--- src/rtl/core_pkg.sv ---
// rtl/core_pkg.sv - shared register-file constants for the core
// Purpose: register count, register address width, x0 constant and the
//          width of the in-flight write total, shared by the scoreboard,
//          its interface and the per-register counters.
// Ports:   none (package)
package core_pkg;

    localparam int NREGS      = 32;
    localparam int REG_ADDR_W = 5;
    localparam int INFLIGHT_W = 6;

    typedef logic [REG_ADDR_W-1:0] reg_addr_t;

    localparam reg_addr_t REG_X0 = '0;

endpackage

--- src/rtl/reg_scoreboard_if.sv ---
// rtl/reg_scoreboard_if.sv - ID/WB handshake bundle for the register scoreboard
// Purpose: groups the lock (ID), unlock (WB), source query, flush and status
//          signals of the register scoreboard.
// Ports:   none; modport master = pipeline side (drives *_i),
//          modport slave = scoreboard side (drives *_o).
interface reg_scoreboard_if;
    import core_pkg::*;

    logic                  lock_valid_i;
    reg_addr_t             lock_rd_i;
    logic                  lock_ready_o;
    logic                  unlock_valid_i;
    reg_addr_t             unlock_rd_i;
    reg_addr_t             rs1_i;
    reg_addr_t             rs2_i;
    logic                  stall_o;
    logic                  flush_i;
    logic [INFLIGHT_W-1:0] inflight_o;
    logic                  err_o;

    modport master (
        output lock_valid_i, lock_rd_i, unlock_valid_i, unlock_rd_i,
               rs1_i, rs2_i, flush_i,
        input  lock_ready_o, stall_o, inflight_o, err_o
    );

    modport slave (
        input  lock_valid_i, lock_rd_i, unlock_valid_i, unlock_rd_i,
               rs1_i, rs2_i, flush_i,
        output lock_ready_o, stall_o, inflight_o, err_o
    );

endinterface

--- src/rtl/sb_counter.sv ---
// rtl/sb_counter.sv - saturating pending-write counter for one register
// Purpose: counts outstanding writes to one architectural register.
// Ports:   clk, rst     - clock, asynchronous active-high reset
//          inc          - a lock of this register is accepted this cycle
//          dec          - an unlock of this register arrives this cycle
//          clr          - flush: clear the count (wins over inc/dec)
//          count        - current pending-write count
//          full         - count is at its maximum
//          nonzero      - count is above zero
module sb_counter #(
    parameter int W = 2
) (
    input  logic         clk,
    input  logic         rst,
    input  logic         inc,
    input  logic         dec,
    input  logic         clr,
    output logic [W-1:0] count,
    output logic         full,
    output logic         nonzero
);

    assign full    = &count;
    assign nonzero = |count;

    // inc and dec together cancel; neither end of the range ever wraps.
    always_ff @(posedge clk or posedge rst) begin
        if (rst) begin
            count <= '0;
        end else if (clr) begin
            count <= '0;
        end else if (inc && !dec && !full) begin
            count <= count + W'(1);
        end else if (dec && !inc && nonzero) begin
            count <= count - W'(1);
        end
    end

endmodule

--- src/rtl/reg_scoreboard.sv ---
// rtl/reg_scoreboard.sv - register scoreboard tracking pending writes per register
// Purpose: ID locks a destination register, WB unlocks it on retirement;
//          stalls the ID instruction while a source (or a saturated
//          destination) has writes pending. x0 is never tracked.
// Ports:   clk    - clock, rising edge
//          rst_i  - asynchronous active-high reset
//          sb     - reg_scoreboard_if.slave: lock/unlock handshakes, rs1/rs2
//                   query, flush, stall_o, inflight_o, sticky err_o
// Config:  SCOREBOARD_BYPASS_EN - a source whose last pending write retires
//          in the same cycle does not stall (WB-to-ID forwarding).
module reg_scoreboard #(
    parameter int CNT_W = 2,
    parameter int NREGS = core_pkg::NREGS
) (
    input  logic               clk,
    input  logic               rst_i,
    reg_scoreboard_if.slave    sb
);
    import core_pkg::*;

    logic [CNT_W-1:0]      cnt  [NREGS];
    logic                  full [NREGS];
    logic                  nz   [NREGS];

    logic                  lock_ready;
    logic                  lock_fire;
    logic                  unlock_act;
    logic                  same_rd;
    logic                  up;
    logic                  down;
    logic                  rs1_busy;
    logic                  rs2_busy;
    logic [INFLIGHT_W-1:0] inflight_q;
    logic                  err_q;

    // x0 is a constant zero entry so lookups by any address stay uniform.
    assign cnt[0]  = '0;
    assign full[0] = 1'b0;
    assign nz[0]   = 1'b0;

    // A saturated destination can still be locked when its own unlock
    // arrives in the same cycle: the pair cancels and the count holds.
    assign lock_ready = (sb.lock_rd_i == REG_X0) || !full[sb.lock_rd_i] ||
                        (sb.unlock_valid_i && (sb.unlock_rd_i == sb.lock_rd_i));

    // Flush discards whatever lock or unlock coincides with it.
    assign lock_fire  = sb.lock_valid_i && lock_ready &&
                        (sb.lock_rd_i != REG_X0) && !sb.flush_i;
    assign unlock_act = sb.unlock_valid_i && (sb.unlock_rd_i != REG_X0) && !sb.flush_i;

    generate
        for (genvar r = 1; r < NREGS; r++) begin : g_reg
            logic inc;
            logic dec;

            assign inc = lock_fire  && (sb.lock_rd_i   == reg_addr_t'(r));
            assign dec = unlock_act && (sb.unlock_rd_i == reg_addr_t'(r));

            sb_counter #(.W(CNT_W)) u_cnt (
                .clk     (clk),
                .rst     (rst_i),
                .inc     (inc),
                .dec     (dec),
                .clr     (sb.flush_i),
                .count   (cnt[r]),
                .full    (full[r]),
                .nonzero (nz[r])
            );
        end
    endgenerate

    // The running total mirrors exactly what the counters will do at the edge.
    assign same_rd = lock_fire && unlock_act && (sb.lock_rd_i == sb.unlock_rd_i);
    assign up      = lock_fire && !same_rd;
    assign down    = unlock_act && !same_rd && nz[sb.unlock_rd_i];

    always_ff @(posedge clk or posedge rst_i) begin
        if (rst_i) begin
            inflight_q <= '0;
            err_q      <= 1'b0;
        end else begin
            if (sb.flush_i) begin
                inflight_q <= '0;
            end else begin
                inflight_q <= inflight_q + INFLIGHT_W'(up) - INFLIGHT_W'(down);
            end
            if (unlock_act && (cnt[sb.unlock_rd_i] == '0)) begin
                err_q <= 1'b1;
            end
        end
    end

    always_comb begin
        rs1_busy = nz[sb.rs1_i];
        rs2_busy = nz[sb.rs2_i];
`ifdef SCOREBOARD_BYPASS_EN
        if (unlock_act && (sb.unlock_rd_i == sb.rs1_i) && (cnt[sb.rs1_i] == CNT_W'(1))) begin
            rs1_busy = 1'b0;
        end
        if (unlock_act && (sb.unlock_rd_i == sb.rs2_i) && (cnt[sb.rs2_i] == CNT_W'(1))) begin
            rs2_busy = 1'b0;
        end
`else
`endif
    end

    assign sb.lock_ready_o = lock_ready;
    assign sb.stall_o      = rs1_busy || rs2_busy || (sb.lock_valid_i && !lock_ready);
    assign sb.inflight_o   = inflight_q;
    assign sb.err_o        = err_q;

endmodule

--- src/flat_wrapper.sv ---
// flat-port wrapper written by rule: the top's interface ports become plain ports
module reg_scoreboard_flat import core_pkg::*;
#(
    parameter int CNT_W = 2,
    parameter int NREGS = core_pkg::NREGS
)
  (clk, rst_i, sb_lock_valid_i, sb_lock_rd_i, sb_unlock_valid_i, sb_unlock_rd_i, sb_rs1_i, sb_rs2_i, sb_flush_i, sb_lock_ready_o, sb_stall_o, sb_inflight_o, sb_err_o);
  reg_scoreboard_if sb_i ();
  input  logic clk;
  input  logic rst_i;
  input wire logic [$bits(sb_i.lock_valid_i)-1:0] sb_lock_valid_i;
  input wire logic [$bits(sb_i.lock_rd_i)-1:0] sb_lock_rd_i;
  input wire logic [$bits(sb_i.unlock_valid_i)-1:0] sb_unlock_valid_i;
  input wire logic [$bits(sb_i.unlock_rd_i)-1:0] sb_unlock_rd_i;
  input wire logic [$bits(sb_i.rs1_i)-1:0] sb_rs1_i;
  input wire logic [$bits(sb_i.rs2_i)-1:0] sb_rs2_i;
  input wire logic [$bits(sb_i.flush_i)-1:0] sb_flush_i;
  output wire logic [$bits(sb_i.lock_ready_o)-1:0] sb_lock_ready_o;
  output wire logic [$bits(sb_i.stall_o)-1:0] sb_stall_o;
  output wire logic [$bits(sb_i.inflight_o)-1:0] sb_inflight_o;
  output wire logic [$bits(sb_i.err_o)-1:0] sb_err_o;
  assign sb_i.lock_valid_i = sb_lock_valid_i;
  assign sb_i.lock_rd_i = sb_lock_rd_i;
  assign sb_i.unlock_valid_i = sb_unlock_valid_i;
  assign sb_i.unlock_rd_i = sb_unlock_rd_i;
  assign sb_i.rs1_i = sb_rs1_i;
  assign sb_i.rs2_i = sb_rs2_i;
  assign sb_i.flush_i = sb_flush_i;
  assign sb_lock_ready_o = sb_i.lock_ready_o;
  assign sb_stall_o = sb_i.stall_o;
  assign sb_inflight_o = sb_i.inflight_o;
  assign sb_err_o = sb_i.err_o;
  reg_scoreboard #(.CNT_W(CNT_W), .NREGS(NREGS)) u_core (.clk(clk), .rst_i(rst_i), .sb(sb_i));
endmodule
--- config.mk ---
export PLATFORM = sky130hd
export DESIGN_NAME = reg_scoreboard_flat
export DESIGN_NICKNAME = d
export VERILOG_FILES = /design/src/rtl/core_pkg.sv /design/src/rtl/reg_scoreboard_if.sv /design/src/rtl/sb_counter.sv /design/src/rtl/reg_scoreboard.sv /design/src/flat_wrapper.sv
export SDC_FILE = /design/constraint.sdc
export NUM_CORES = 1
export LEC_CHECK = 0
export BUFFER_PORTS_ARGS = -buffer_cell sky130_fd_sc_hd__buf_4
export CORE_MARGIN = 5
export CORE_UTILIZATION = 45
export DETAILED_ROUTE_END_ITERATION = 7
export REMOVE_ABC_BUFFERS = 1
export SLEW_MARGIN = 15
export SYNTH_ARGS = -nofsm -noshare
export SYNTH_HDL_FRONTEND = slang
export SYNTH_SLANG_ARGS = --single-unit
export TNS_END_PERCENT = 20
--- constraint.sdc ---
create_clock -name clk -period 6.07 [get_ports clk]
set_input_delay 1.214 -clock clk [delete_from_list [all_inputs] [get_ports clk]]
set_output_delay 1.214 -clock clk [all_outputs]
set_load 0.03 [all_outputs]
==> metrics, run 1 <==
status=complete, no violations; Relative slew margins=39.5%; via count=roughly 5900; setup total negative slack=0 ns; die height=between 100 and 150 um; Post-Syn Area=0.00596 sq mm; FP Rows=42; CP Capture Type=output port; most common cell after layout, fill and taps aside=nor2_1; Area growth, synth to finish=9.81%; Setup CP Type=primary input to output port; area share of the largest cell type after synthesis=~29%; Crit path top cell by count=buf_4; clock root cell=clkbuf_16; Final GP Congestion=~1; CP max FO=28; Hold/Removal Path Class=flip-flop to flip-flop; DRC viols=0; CP max stage delay=0.60 ns; Synth Flop Type=dfrtp_1; first-pass iteration count of the detailed router=6; Iter 0 DRT Violations=between 500 and 600; hold buffer count at cts=0; worst hold slack=between 0.5 and 0.6 ns; number of enable flip-flop cells after synthesis=0; leak pwr=approximately 2.4 nW; CP cell instances=buf_4 > mux4_1 > a22oi_1 > and4b_1 > o21a_4 > inv_2 > buf_4; Tcrit/Tclk final=about 75%; CTS buffer count=9; io pins=34; CORE AREA=about 0.013 sq mm; maximum VDD drop=approximately 0.11 mV; final core occ=49.8%; Critical path buffers and inverters=3; FMAX=between 200 and 250 MHz; # setup viols final=0; Final Hold Fails=0; Reg clk slew, reported paths=~0.06 ns; flops & latches, synth=69; top cells by area, synth=dfrtp_1 (29%), mux4_2 (8.3%), a21oi_1 (5.7%); DIE AREA=around 0.016 sq mm; IO Port Bufs=33; minimum clock period=between 4 and 5 ns; Setup WS pre-CTS=1.31 ns; clk_lat worst skew=approximately 0.35 ns; first-pass GRT wire length=between 30 and 40 mm; post-synthesis cell count=just over 700; Post-CTS Resized=0; final layout net count=about 760; overall power consumption=about 0.0013 W; Antenna Cells=0; Post CTS Setup Buffer Count=0; Sink Count=69; nature of the critical path startpoint=primary input; Post-DP HPWL=around 14 mm; clk buf depth=2; Worst-Margin Slew=0.907 ns; Yosys cell types=between 70 and 80; WL/cell=around 21 um; post-route ant nets=0; CTS H-tree lvls=3; RSZ-0062 raised after global routing=no; Pwr Density=roughly 200 mW/mm^2; final WL=19.2 mm; total of warnings raised by yosys=0; Slowest cell on crit path=mux4_1; fraction of layout instances using a drive strength above 1=between 10 and 15%; Die W=125 um; via-per-instance ratio=around 6.5; CTS tree=done; CP top delay family=buffers and inverters; Critical Path RT=between 4 and 5 ns; post-synth top area cell=dfrtp_1; Max Cap Viol=0; number of global-route vias before repair=5684; GR Overflow Total=0; Final Max Slew Viols=0; WP data arrival=approximately 3.3 ns; Starting Density=between 40% and 50%; All-Layer GR Usage=between 20% and 30%; sequential cell area fraction in the yosys report=between 20% and 30%; fraction of registers with async set/reset=100%; initial antenna violation count=1; Avg Cell Area, Syn=between 8 and 9 sq um; Clock Skews=0.00613 ns; worst setup margin=approximately 1.5 ns; largest net degree at the start of global routing=70; fill cell count=between 1000 and 1500; most frequent cells in the layout=nor2_1 (88), dfrtp_1 (69), nand2_1 (68), a21oi_1 (68), o21ai_0 (48)
## flip-flops by register name (all words and copies together), names as in the netlist
name	flops
u_core.g.u_cnt.count	62
u_core.sb.err_o	1
u_core.sb.inflight_o	6
## power breakdown
group / leakage, nW / internal (W) / switching [W]
logic: 1.26 / 0.000111 / 0.000192
registers: 0.954 / 0.000474 / 0.0000112
clock network: 0.138 / 0.000319 / 0.000223
total: 2.35 / 0.000904 / 0.000426
## through the flow
| step | area [sq um] | instances |
|---|---|---|
| after floorplan | 5750 | 682 |
| after global placement | 6240 | 894 |
| after detailed placement | 6240 | 894 |
| after CTS | 6540 | 910 |
| after global routing | 6540 | 910 |
| final | 6540 | 910 |
## worst paths after layout
check                                           startpoint                              end  slack, ns  cells past startpoint
max reg2reg                 u_core.g_reg[5].u_cnt.count[0]          u_core.sb.inflight_o[5]       2.31                     16
min reg2reg                u_core.g_reg[20].u_cnt.count[0]  u_core.g_reg[20].u_cnt.count[0]       0.53                      1
max in group asynchronous                            rst_i  u_core.g_reg[14].u_cnt.count[1]       4.34                      3
min in group asynchronous                            rst_i  u_core.g_reg[24].u_cnt.count[0]       1.15                      3
min                        u_core.g_reg[20].u_cnt.count[0]  u_core.g_reg[20].u_cnt.count[0]       0.53                      1
max                                        sb_lock_rd_i[0]                  sb_lock_ready_o       1.51                      7
## layout make-up
cell class                 instances  area, sq um  share of cell area (%)
clock inverter                     7         75.1                    1.15
multi-input combinational        601         3980                    60.8
sequential                        69         1730                    26.4
inverter                          12         45.0                   0.688
tap                              176          220                    3.37
clock buffer                       9          225                    3.44
timing repair buffer              36          270                    4.13
## synth_stat cells, drive strengths merged, types with 5 or more instances
library cell,count
nor4,15
and3,8
nor2b,16
o21a,10
a211oi,29
nor3b,7
nor3,46
and2,5
xor2,7
xnor2,16
o21ai,49
nand3,20
clkbuf,22
a311oi,5
a221oi,8
nor2,88
inv,12
or2,9
nand2b,25
nand2,68
buf,18
dfrtp,69
a21oi,68
ha,6
mux4,23
nand3b,8
a21o,6
## per-layer routing
layer | GRT usage (%) | wire length [um]
met3 | 4.56 | 1320
met4 | 12.1 | 820
met2 | 38.2 | 8790
met1 | 34.2 | 8270
met5 | 0 | 20
## cells by family after synthesis
family	Yosys count	share of synthesized area [%]
AOI/OAI and AO/OA	209	22.7
xor gates and xnor gates	23	3.38
adders and majority gates	7	1.60
buffers and inverters	52	4.22
DFF	69	29.0
muxes	29	9.85
and+or+nand+nor	333	29.3
Note: power is estimated with default switching activity, not from simulation.
==> run 2: changes to the inputs <==
Clock period 6.07 ns to 4.7 ns, I/O delays scaled along.
==> run 2 against run 1 <==
Count of clock-buffer cells in the layout grew 1. Clock power increased by 30%. Global-route usage grew 0.68 points. Largest power group unchanged. Highest routed layer is now met4. Hold slack better by 0.0029 ns. Core utilization increased by 0.52 points. Die area did not move. Final area is 1.1% higher.
==> metrics, run 2 (synthesized netlist as in run 1, its figures left out) <==
WP data arrival=3.22 ns (was 3.34 ns); CP Capture Type=output port (unchanged); maximum VDD drop=0.155 mV (was 0.108 mV); Clock Skews=0.00646 ns (was 0.00613 ns); most common cell after layout, fill and taps aside=nor2_1 (unchanged); Hold/Removal Path Class=flip-flop to flip-flop (unchanged); clk_lat worst skew=0.35 ns (about the same); CTS buffer count=9 (unchanged); IO Port Bufs=33 (unchanged); Critical Path RT=3.76 ns (was 4.86 ns); RSZ-0062 raised after global routing=no (unchanged); clk buf depth=2 (unchanged); hold buffer count at cts=0 (unchanged); number of global-route vias before repair=5706 (was 5684); status=complete, no violations (unchanged); Slowest cell on crit path=mux4_1 (unchanged); post-route ant nets=0 (unchanged); Crit path top cell by count=buf_4 (unchanged); Worst-Margin Slew=0.872 ns (was 0.907 ns); via count=5898 (was 5931); worst reg2reg path endpoint=u_core.sb.inflight_o[5] (unchanged); first-pass GRT wire length=31.7 mm (was 31.2 mm); setup total negative slack=0 ns (unchanged); Die W=125 um (unchanged); io pins=34 (unchanged); Tcrit/Tclk final=between 80% and 90%; clock root cell=clkbuf_16 (unchanged); fraction of layout instances using a drive strength above 1=15.7% (was 14.7%); final WL=20.1 mm (was 19.2 mm); nature of the critical path startpoint=primary input (unchanged); worst hold stages=1 (unchanged); min-delay src=u_core.g_reg[19].u_cnt.count[0] (was u_core.g_reg[20].u_cnt.count[0]); Register-to-Register Path Depth=16 (unchanged); CP cell instances=buf_4 > mux4_1 > a22oi_1 > and4b_1 > o21a_4 > buf_4 > a211o_1 > buf_4 (was buf_4 > mux4_1 > a22oi_1 > and4b_1 > o21a_4 > inv_2 > buf_4); final layout net count=770 (was 761); WL/cell=21.8 um (was 21.1 um); first-pass iteration count of the detailed router=5 (was 6); GR Overflow Total=0 (unchanged); most frequent cells in the layout=nor2_1 (88), dfrtp_1 (69), nand2_1 (68), a21oi_1 (68), o21ai_0 (48) (unchanged); FMAX=between 200 and 250 MHz; minimum clock period=4.16 ns; CP max stage delay=0.60 ns (about the same); Post-CTS Resized=0 (unchanged); Reg clk slew, reported paths=0.06 ns (about the same); CTS tree=done (unchanged); CP max FO=26 (was 28); FP Rows=42 (unchanged); Setup CP Type=primary input to output port (unchanged); r2r setup slk=1.18 ns (was 2.31 ns); Final GP Congestion=0.985 (was 0.979); via-per-instance ratio=6.42 (was 6.52); Area growth, synth to finish=11.0% (was 9.81%); Relative slew margins=41.3% (was 39.5%); Iter 0 DRT Violations=542 (was 534); max reg flops=62 (unchanged); die height=125 um (unchanged); most flop-heavy register=u_core.g.u_cnt.count (unchanged); DRC viols=0 (unchanged); CTS H-tree lvls=3 (unchanged); DIE AREA=0.0156 sq mm (unchanged); Starting Density=45.4% (unchanged); Post CTS Setup Buffer Count=0 (unchanged); Max Cap Viol=0 (unchanged); start of the worst register-to-register path=u_core.g_reg[13].u_cnt.count[0] (was u_core.g_reg[5].u_cnt.count[0]); placed cells=903 (was 894); Final Max Slew Viols=0 (unchanged); All-Layer GR Usage=25.6% (was 24.9%); Antenna Cells=0 (unchanged); Final Hold Fails=0 (unchanged); leak pwr=2.40 nW (was 2.35 nW); Sink Count=69 (unchanged); initial antenna violation count=0 (was 1); Post-DP HPWL=14.9 mm (was 14.2 mm); largest net degree at the start of global routing=57 (was 70); # setup viols final=0 (unchanged); Pwr Density=263 mW/mm^2 (was 203 mW/mm^2); CORE AREA=0.0131 sq mm (unchanged); Hold Path End=u_core.g_reg[19].u_cnt.count[0] (was u_core.g_reg[20].u_cnt.count[0]); Post-Layout Cell Count=919 (was 910)
-- run 2: cell types whose count changed in the layout (fill, tap and decap cells not counted) --
| cell | delta |
|---|---|
| inv_6 | -1 |
| clkbuf_8 | +1 |
| clkinv_2 | +1 |
| buf_4 | +9 |
| clkinv_4 | -1 |
-- run 2: how the worst max path moves through the flow --
stage | start | end | slack (ns) | cells past startpoint
4_1_cts | sb_lock_rd_i[0] | sb_stall_o | 0.61 | 8
3_3_place_gp | sb_lock_rd_i[0] | u_core.sb.inflight_o[5] | 0.49 | 16
3_5_place_dp | sb_lock_rd_i[0] | u_core.sb.inflight_o[5] | 0.46 | 16
6_report | sb_lock_rd_i[0] | sb_stall_o | 0.54 | 8
2_1_floorplan | sb_lock_rd_i[0] | u_core.sb.inflight_o[5] | 0.83 | 15
5_1_grt | sb_lock_rd_i[0] | sb_stall_o | 0.49 | 8
-- run 2: cell type report --
type / instances / area (sq um)
fillers: 1285 / 6530
repair buffers: 45 / 338
flip-flops and latches: 69 / 1730
clock inverters: 6 / 62.6
inverters: 12 / 45.0
multi-input cells: 601 / 3980
clock buffers: 10 / 239
well taps: 176 / 220
-- run 2: power breakdown --
part	switching [W]	internal [W]
Clock	0.000283	0.000423
Combinational	0.000255	0.000150
Sequential	0.0000136	0.000612
Total	0.000551	0.00118
-- run 2: critical path, delay by kind of cell --
kind,cells,cell delay [ns]
multiplexers,1,0.60
AND/OR/NAND/NOR,1,0.27
AO/OA/AOI/OAI,3,0.65
buffers and inverters,3,0.75
-- run 2: per-layer routing --
layer  track usage, %  part of all wire (%)  up-vias
li1                 -                     -     2713
met1             34.6                    43     2921
met2             41.3                    46      226
met3             4.31                   7.1       38
met4             9.76                   3.0        0
met5                0                     0        -
-- run 2: stage by stage --
step | hold slack, ns | total power [W] | worst slack, ns | instance area, sq um | util [%]
6_report | 0.532 | 0.00174 | 0.544 | 6610 | 50.3
5_1_grt | 0.547 | 0.00182 | 0.486 | 6610 | 50.3
4_1_cts | 0.532 | 0.00175 | 0.609 | 6610 | 50.3
3_5_place_dp | 0.521 | 0.00104 | 0.459 | 6310 | 48.0
3_3_place_gp | 0.514 | 0.00104 | 0.486 | 6310 | 48.0
2_1_floorplan | 0.481 | 0.000882 | 0.831 | 5750 | -
